## src/rtl/fetch_aligner_pkg.sv

```systemverilog
// Shared constants and types for the IF-stage fetch aligner.
package fetch_aligner_pkg;

  localparam int unsigned HW_W           = 16;
  localparam int unsigned BUF_HW_DEFAULT = 4;
  localparam logic [31:0] BOOT_PC_DEFAULT = 32'h0000_0000;
  // Opcode quadrant marking a 32-bit instruction; anything else is RVC.
  localparam logic [1:0]  OPQ_32B        = 2'b11;

  typedef logic [HW_W-1:0] hw_t;

  typedef enum logic [1:0] {
    HW_NONE = 2'd0,
    HW_ONE  = 2'd1,
    HW_TWO  = 2'd2
  } hw_cnt_e;

  function automatic logic is_rvc(input hw_t hw);
    return hw[1:0] != OPQ_32B;
  endfunction

endpackage

```

## src/rtl/fetch_hw_queue.sv

```systemverilog
// Halfword shift buffer: head at entry 0, pops 0-2 and appends 0-2 halfwords per cycle.
module fetch_hw_queue
  import fetch_aligner_pkg::*;
#(
  parameter int unsigned DEPTH = BUF_HW_DEFAULT,
  localparam int unsigned CW   = $clog2(DEPTH + 1)
) (
  input  logic          clk,
  input  logic          rst_n,
  input  logic          flush,
  input  hw_cnt_e       push_n,
  input  hw_t           push_lo,
  input  hw_t           push_hi,
  input  hw_cnt_e       pop_n,
  output hw_t           head0,
  output hw_t           head1,
  output logic [CW-1:0] cnt
);

  hw_t           buf_q [DEPTH];
  hw_t           buf_d [DEPTH];
  logic [CW-1:0] cnt_q;
  logic [CW-1:0] cnt_d;
  logic [CW-1:0] kept;

  // Shift out popped entries first, then append behind the survivors.
  always_comb begin
    kept  = cnt_q - CW'(pop_n);
    cnt_d = kept + CW'(push_n);
    for (int unsigned i = 0; i < DEPTH; i++) begin
      buf_d[i] = '0;
      if (i + 32'(pop_n) < DEPTH)
        buf_d[i] = buf_q[i + 32'(pop_n)];
      if (i == 32'(kept) && push_n != HW_NONE)
        buf_d[i] = push_lo;
      if (i == 32'(kept) + 32'd1 && push_n == HW_TWO)
        buf_d[i] = push_hi;
    end
    if (flush)
      cnt_d = '0;
  end

  always_ff @(posedge clk or negedge rst_n) begin
    if (!rst_n) begin
      buf_q <= '{default: '0};
      cnt_q <= '0;
    end else begin
      buf_q <= buf_d;
      cnt_q <= cnt_d;
    end
  end

  assign head0 = buf_q[0];
  assign head1 = buf_q[1];
  assign cnt   = cnt_q;

endmodule

```

## src/rtl/fetch_aligner.sv

```systemverilog
// IF-stage fetch aligner: turns 32-bit cache words into one raw instruction + PC per handshake.
module fetch_aligner
  import fetch_aligner_pkg::*;
#(
  parameter logic [31:0] BOOT_PC = BOOT_PC_DEFAULT,
  parameter int unsigned BUF_HW  = BUF_HW_DEFAULT
) (
  input  logic        clk,
  input  logic        rst_n,
  output logic [31:0] fetch_addr,
  input  logic        word_valid,
  input  logic [31:0] word_data,
  output logic        word_ready,
  input  logic        redirect_valid,
  input  logic [31:0] redirect_pc,
  output logic        inst_valid,
  input  logic        inst_ready,
  output logic [31:0] inst_data,
  output logic [31:0] inst_pc,
  output logic        inst_is_rvc
);

  logic        run_q;
  logic        skip_q;
  logic [31:0] head_pc_q;
  logic [31:0] fetch_addr_q;

  hw_t         head0;
  hw_t         head1;
  logic [2:0]  cnt;
  logic        head_rvc;
  logic        accept;
  logic        pop;
  hw_cnt_e     push_n;
  hw_cnt_e     pop_n;
  hw_t         push_lo;
  hw_t         push_hi;

  fetch_hw_queue #(
    .DEPTH (BUF_HW)
  ) u_queue (
    .clk     (clk),
    .rst_n   (rst_n),
    .flush   (redirect_valid),
    .push_n  (push_n),
    .push_lo (push_lo),
    .push_hi (push_hi),
    .pop_n   (pop_n),
    .head0   (head0),
    .head1   (head1),
    .cnt     (cnt)
  );

  assign head_rvc    = is_rvc(head0);
  assign inst_valid  = (cnt >= 3'd1 && head_rvc) || (cnt >= 3'd2);
  assign inst_data   = head_rvc ? {16'h0000, head0} : {head1, head0};
  assign inst_is_rvc = head_rvc;
  assign inst_pc     = head_pc_q;
  assign fetch_addr  = fetch_addr_q;

  // run_q keeps the cache port idle until reset release has been seen on a clock edge.
  assign word_ready  = run_q && (cnt <= 3'd2) && !redirect_valid;
  assign accept      = word_valid && word_ready;
  assign pop         = inst_valid && inst_ready && !redirect_valid;

  always_comb begin
    push_n  = HW_NONE;
    push_lo = '0;
    push_hi = '0;
    pop_n   = HW_NONE;
    if (accept) begin
      if (skip_q) begin
        push_n  = HW_ONE;
        push_lo = word_data[31:16];
      end else begin
        push_n  = HW_TWO;
        push_lo = word_data[15:0];
        push_hi = word_data[31:16];
      end
    end
    if (pop)
      pop_n = head_rvc ? HW_ONE : HW_TWO;
  end

  always_ff @(posedge clk or negedge rst_n) begin
    if (!rst_n) begin
      run_q        <= 1'b0;
      skip_q       <= 1'b0;
      head_pc_q    <= BOOT_PC;
      fetch_addr_q <= {BOOT_PC[31:2], 2'b00};
    end else begin
      run_q <= 1'b1;
      if (redirect_valid) begin
        head_pc_q    <= redirect_pc;
        fetch_addr_q <= {redirect_pc[31:2], 2'b00};
        skip_q       <= redirect_pc[1];
      end else begin
        if (accept) begin
          fetch_addr_q <= fetch_addr_q + 32'd4;
          skip_q       <= 1'b0;
        end
        if (pop)
          head_pc_q <= head_pc_q + (head_rvc ? 32'd2 : 32'd4);
      end
    end
  end

endmodule

```

## config.mk

```make
export PLATFORM = sky130hd
export DESIGN_NAME = fetch_aligner
export DESIGN_NICKNAME = d
export VERILOG_FILES = /design/src/rtl/fetch_aligner_pkg.sv /design/src/rtl/fetch_hw_queue.sv /design/src/rtl/fetch_aligner.sv
export SDC_FILE = /design/constraint.sdc
export NUM_CORES = 1
export LEC_CHECK = 0
export BUFFER_PORTS_ARGS = -buffer_cell sky130_fd_sc_hd__buf_2
export CAP_MARGIN = 20
export CORE_MARGIN = 4
export CORE_UTILIZATION = 35
export DETAILED_ROUTE_END_ITERATION = 7
export GPL_TIMING_DRIVEN = 0
export HOLD_SLACK_MARGIN = 0.1
export MAX_ROUTING_LAYER = met4
export SKIP_LAST_GASP = 1
export SYNTH_ARGS = -nofsm -noshare
export SYNTH_HDL_FRONTEND = slang
export SYNTH_HIERARCHICAL = 1
export SYNTH_SLANG_ARGS = --single-unit
```

## constraint.sdc

```tcl
create_clock -name clk -period 11.2 [get_ports clk]
set_input_delay 0.56 -clock clk [delete_from_list [all_inputs] [get_ports clk]]
set_output_delay 0.56 -clock clk [all_outputs]
set_load 0.05 [all_outputs]
```

==> results of run 1 <==
[power by group]
part,switching [mW],internal (mW)
clock,0.242,0.312
combinational,0.487,0.363
sequential,0.126,0.594
total,0.855,1.27
[logic make-up after synthesis]
| group | synth area share |
|---|---|
| simple gates | 0.232 |
| compound gates | 0.138 |
| flops | 0.361 |
| buf+inv | 0.0797 |
| mux | 0.139 |
| xor+xnor | 0.0329 |
| fa+ha+maj | 0.0167 |
| other cells | 0.000827 |
[path summary, 6_finish.rpt]
check / from / end / slack [ps] / cells past startpoint
max in group asynchronous: rst_n / u_queue/buf_q[4] / 10310 / 2
max reg2reg: u_queue/head0[0] / u_queue/buf_q[5] / 5140 / 19
min reg2reg: inst_pc[0] / inst_pc[0] / 500 / 1
min: rst_n / inst_pc[14] / 90 / 1
max: u_queue/head0[0] / u_queue/buf_q[5] / 5140 / 19
min in group clk: redirect_valid / u_queue/cnt[2] / 330 / 2
[routing by layer]
metal  GRT usage  vias up
li1            -     3917
met4      0.0770        0
met2       0.345      455
met5           -        -
met3      0.0490       76
met1       0.308     4250
[layout by cell type (no fill, tap or decap), types with 24 or more instances in the layout]
cell,netlist,routed
dfrtp_1,131,131
o21ai_0,40,40
nand2_1,118,118
mux4_2,32,32
and3_1,24,24
clkbuf_1,29,30
buf_2,20,184
a22oi_1,33,33
buf_4,40,40
a21oi_1,39,39
xnor2_1,25,25
a31oi_1,37,37
mux2i_1,49,49
nor2_1,98,98
nand3_1,42,42
[stage by stage]
step / area (µm²) / setup slack [ps] / util / hold slack (ps) / cells
finish: 10900 / 5140 / 0.432 / 90.0 / 1512
global route: 10900 / 4760 / 0.432 / 124 / 1512
CTS: 10900 / 5270 / 0.432 / 106 / 1511
detailed placement: 10400 / 5140 / 0.409 / 490 / 1479
global placement: 10300 / 5220 / 0.408 / 485 / 1478
floorplan: 9090 / 6880 / - / 264 / 983
[registers in the layout, indices dropped and copies added, names as in the netlist]
register	flops
fetch_addr	30
inst_pc	32
u_queue/buf_q	32
u_queue/cnt	3
skip_q	1
u_queue/head1	16
run_q	1
u_queue/head0	16
[cell type report]
class,count,area (µm²)
Antenna cell,1,2.50
Buffer,103,638
Clock buffer,18,429
Clock inverter,14,145
Fill cell,2541,14400
Inverter,23,86.3
Multi-Input combinational cell,726,5090
Sequential cell,131,3280
Tap cell,330,413
Timing Repair Buffer,166,860
==> summary.md, run 1 <==
| Metric | Value |
|---|---|
| Path type of the worst min-delay path | `in2async` |
| EDFF count, synth | `0` |
| Max_cap viols | `0` |
| CP delay by family, top | `buffers and inverters` |
| Unrepaired setup endpoints after global routing | `false` |
| Post-DP HPWL | `23,000 µm` |
| Met3 WL post-DR | `approximately 3000 µm` |
| Met1 wire length | `13,600 µm` |
| Share of post-route cells with drive strength above 1 | `0.288` |
| I/O pins | `approximately 170` |
| Core area | `between 20,000 and 30,000 µm²` |
| Clk_skew | `14.2 ps` |
| Post-DRT Antenna Nets | `0` |
| Slew @ Worst Pin | `1010 ps` |
| Tmin final | `6060 ps` |
| Post-synthesis cell area | `9090 µm²` |
| RePlAce Congestion | `0.897` |
| Vias in the first global route | `between 8,000 and 9,000` |
| Outcome | `complete, no violations` |
| Initial Util | `0.359` |
| Setup CP Type | `reg2reg` |
| Initial antenna violation count | `1` |
| Count of nets after finishing | `1,247` |
| Max Freq | `0.165 GHz` |
| First-pass GRT wire length | `49,300 µm` |
| Max Transition Viols Final | `0` |
| Pwr dens | `approximately 190 nW/µm²` |
| Mean post-synth cell area | `9.25 µm²` |
| Vias | `8,698` |
| Hold Buf Count CTS | `0` |
| Global-route usage over all layers | `0.229` |
| Top post-synthesis cells by area | `dfrtp_1 (36%), mux4_2 (7.9%), mux2i_1 (5.4%), nand2_1 (4.9%), nor2_1 (4.0%)` |
| WL final | `~32,000 µm` |
| Worst-path clk slew | `70 ps` |
| Cell taking the most area after synthesis | `dfrtp_1` |
| DRC errors left | `0` |
| H-tree Lvls | `4` |
| Drt first pass iters | `5` |
| Distinct cells, synth | `64` |
| Leak | `roughly 5 nW` |
| Sequential area share after synthesis | `0.361` |
| Worst vdd ir | `0.0808 mV` |
| WL met2 | `approximately 15,000 µm` |
| Sinks on Clock Net | `between 100 and 150` |
| Fin crit share | `0.541` |
| Buf/Inv on CP | `9` |
| Uppermost layer routed | `met4` |
| # rows | `58` |
| Crit-path max FO | `11` |
| Port buffer count | `165` |
| Post_cts resized | `0` |
| DIE HEIGHT | `approximately 170 µm` |
| Gr ovfl total | `0` |
| Setup TNS | `0 ps` |
| Drt initial violations | `999` |
| Max_slew headroom | `0.328` |
| Critical path's largest stage delay | `approximately 670 ps` |
| FF+latch count, synth | `roughly 130` |
| Worst setup SP type | `flip-flop` |
| Ys Warns | `6` |
| Chip width | `169 µm` |
| Post-CTS Setup Repair Bufs | `0` |
| Die footprint | `28,600 µm²` |
| Max Root-Sink Buffers | `2` |
| Critical-path cell list | `buf_4, buf_2, a21boi_2, o21ai_1, buf_6, buf_6, nor3_1, clkinv_1, clkbuf_1, fa_1, xnor2_4, inv_2, ha_1, o21a_1, buf_2, nor2_1, buf_2, a22oi_1, a21oi_1` |
| Synth-to-Final Area Change | `20.4%` |
| Commonest cells post-synth | `dfrtp_1 (131), nand2_1 (118), nor2_1 (98), mux2i_1 (49), nand3_1 (42)` |
| CP max-delay cell | `nor3_1` |
| CTS root buffer | `clkbuf_16` |
| Synthesized instance count | `982` |
| Worst Path Arrival | `between 6000 and 7000 ps` |
| Most common cell in the netlist | `dfrtp_1` |
| Total CTS buffers | `17` |
| Largest net degree at the start of global routing | `78` |
| Most common cell on crit path | `buf_2` |
| DR vias/cell | `5.75` |
| Critical Path Sink Type | `flip-flop` |
| Pwr Total | `2.12 mW` |
| Synth async-reset ratio | `1.00` |
| Fin. Hold Viols | `0` |
| Routed length per placed instance | `21.3 µm` |
| CTS tree | `built` |
| CP required | `11,540 ps` |
| Share of the synthesized area in the top cell type | `0.361` |
| Worst-Skew Late Latency | `430 ps` |
| Setup-failing EPs final | `0` |
| Main synth FF type | `dfrtp_1` |
(Power assumes the default switching activity.)
==> run 2: changes to the inputs <==
- clock period: 11.2 -> 5.5 ns (I/O delays scaled with it)
==> summary.md, run 2 (synthesis results as in run 1) <==
| Metric | Value |
|---|---|
| Sinks on Clock Net | `131 (unchanged)` |
| Vias | `8,718 (+0.23%)` |
| Unrepaired setup endpoints after global routing | `false` |
| Most common cell on crit path | `buf_6` |
| Routed length per placed instance | `21.1 µm (-0.78%)` |
| Post-CTS Setup Repair Bufs | `0 (unchanged)` |
| CP max-delay cell | `fa_1` |
| Share of post-route cells with drive strength above 1 | `0.290 (+0.00224)` |
| Max_slew headroom | `0.359 (+0.0315)` |
| Initial antenna violation count | `1 (unchanged)` |
| CP required | `5760 ps (-5780 ps)` |
| # rows | `58 (unchanged)` |
| Drt first pass iters | `5 (unchanged)` |
| Clk_skew | `13.7 ps (-0.499 ps)` |
| Final instance area | `11,100 µm² (+1.6%)` |
| RePlAce Congestion | `0.897 (unchanged)` |
| Fin. Hold Viols | `0 (unchanged)` |
| Most frequent cells in the layout | `buf_2 (184), dfrtp_1 (131), nand2_1 (118)` |
| DR vias/cell | `5.71 (-0.75%)` |
| I/O pins | `168 (unchanged)` |
| Max Freq | `0.193 GHz (+17%)` |
| Gr ovfl total | `0 (unchanged)` |
| Max Transition Viols Final | `0 (unchanged)` |
| Global-route usage over all layers | `0.230 (+0.000864)` |
| Max_cap viols | `0 (unchanged)` |
| Pwr dens | `390 nW/µm² (+100%)` |
| Synth-to-Final Area Change | `22.3%` |
| Fin crit share | `0.944 (+0.403)` |
| Setup CP Type | `reg2reg` |
| WL final | `32,300 µm (+0.20%)` |
| Critical Path Sink Type | `flip-flop` |
| Setup TNS | `0 ps (unchanged)` |
| Worst-Skew Late Latency | `430 ps (about the same)` |
| Max Root-Sink Buffers | `2 (unchanged)` |
| Die footprint | `28,600 µm² (unchanged)` |
| Area after DPL | `10,400 µm² (unchanged)` |
| Largest net degree at the start of global routing | `78 (unchanged)` |
| Drt initial violations | `929 (-7.0%)` |
| Commonest non-fill, non-tap cell in the layout | `buf_2` |
| Crit-path max FO | `11 (unchanged)` |
| Setup-failing EPs final | `0 (unchanged)` |
| Vias in the first global route | `8,409 (+0.69%)` |
| Worst vdd ir | `0.165 mV (+100%)` |
| Path type of the worst min-delay path | `in2reg` |
| DIE HEIGHT | `169 µm (unchanged)` |
| H-tree Lvls | `4 (unchanged)` |
| Chip width | `169 µm (unchanged)` |
| Post-DRT Antenna Nets | `0 (unchanged)` |
| First-pass GRT wire length | `49,500 µm (+0.45%)` |
| Core area | `25,300 µm² (unchanged)` |
| DRC errors left | `0 (unchanged)` |
| Count of nets after finishing | `1,262 (+1.2%)` |
| Worst Path Arrival | `5450 ps (-940 ps)` |
| Initial Util | `0.359 (unchanged)` |
| Tmin final | `5190 ps (-863 ps)` |
| Port buffer count | `165 (unchanged)` |
| CTS tree | `built` |
| Leak | `5.00 nW (+1.7%)` |
| Total CTS buffers | `17 (unchanged)` |
| CTS root buffer | `clkbuf_16` |
| Slew @ Worst Pin | `961 ps (-47.3 ps)` |
| Worst setup SP type | `flip-flop` |
| Outcome | `complete, no violations` |
| Worst-path clk slew | `60 ps (about the same)` |
| Critical path's largest stage delay | `760 ps (+90 ps)` |
| Critical-path cell list | `buf_4, buf_2, a21boi_2, o21ai_1, buf_6, buf_6, nor3_4, clkinvlp_4, clkbuf_2, fa_1, inv_1, nor2_1, ha_1, and3b_1, nand4_1, clkbuf_1, a31oi_1` |
| Post-DP HPWL | `23,000 µm (unchanged)` |
[run 2: changes by cell type in the layout (fill, tap and decap cells not counted)]
cell	before	now
clkbuf_1	30	26
dlygate4sd3_1	0	15
nor2_1	98	97
nor2_2	1	2
clkbuf_2	1	5
nor3_1	12	11
clkinv_1	1	0
clkinvlp_4	3	4
nor3_4	1	2
[run 2: metal layers]
| metal | share of wire | global-route usage |
|---|---|---|
| met1 | 0.42 | 0.310 |
| met2 | 0.46 | 0.345 |
| met3 | 0.090 | 0.0479 |
| met4 | 0.029 | 0.0802 |
| met5 | 0 | - |
[run 2: worst max-delay path, delay by kind of cell (launching register included)]
family                     cells  cell delay, ps
buffers and inverters          8            2100
adders and majority gates      2            1010
and+or+nand+nor                4             910
AOI/OAI and AO/OA              3             590
DFF                            1             410
[run 2: report_power, final]
part           internal (mW)  switching [mW]  total (mW)
Combinational          0.747           0.994        1.74
Sequential              1.21           0.254        1.46
Clock                  0.636           0.494        1.13
[run 2: timing repair]
| action | in CTS | in global routing |
|---|---|---|
| hold endpoints to repair | 76 | 0 |
| hold buffers | 15 | 0 |
| setup endpoints to repair | 64 | 64 |
| resized for setup | 2 | 10 |
| pin swaps | 0 | 1 |
[run 2: layout make-up]
| cell class | count | area, µm² |
|---|---|---|
| fill | 2525 | 14200 |
| multi-input combinational | 726 | 5100 |
| sequential | 131 | 3280 |
| timing repair buffer | 181 | 1010 |
| buffer | 103 | 643 |
| clock buffer | 18 | 429 |
| tap | 330 | 413 |
| clock inverter | 14 | 145 |
| inverter | 23 | 90.1 |
| antenna | 1 | 2.50 |
[run 2: path summary, 6_finish.rpt]
check,from,endpoint,slack [ps],cells after the start
max,u_queue/head0[0],u_queue/head0[2],310,17
min,redirect_pc[7],inst_pc[7],110,3
max reg2reg,u_queue/head0[0],u_queue/head0[2],310,17
min reg2reg,inst_pc[0],inst_pc[0],500,1
max in group asynchronous,rst_n,u_queue/buf_q[4],4320,3
min in group asynchronous,rst_n,inst_pc[14],380,2
[run 2: through the flow]
step,util,power (mW),cells,setup WS [ps],hold WS [ps]
final,0.439,4.33,1527,307,114
after global placement,0.408,3.16,1478,-325,485
after CTS,0.438,4.34,1526,25.8,102
after detailed placement,0.409,3.19,1479,-412,283
after floorplan,-,2.74,983,1180,-20.6
after global routing,0.439,4.56,1527,40.8,114
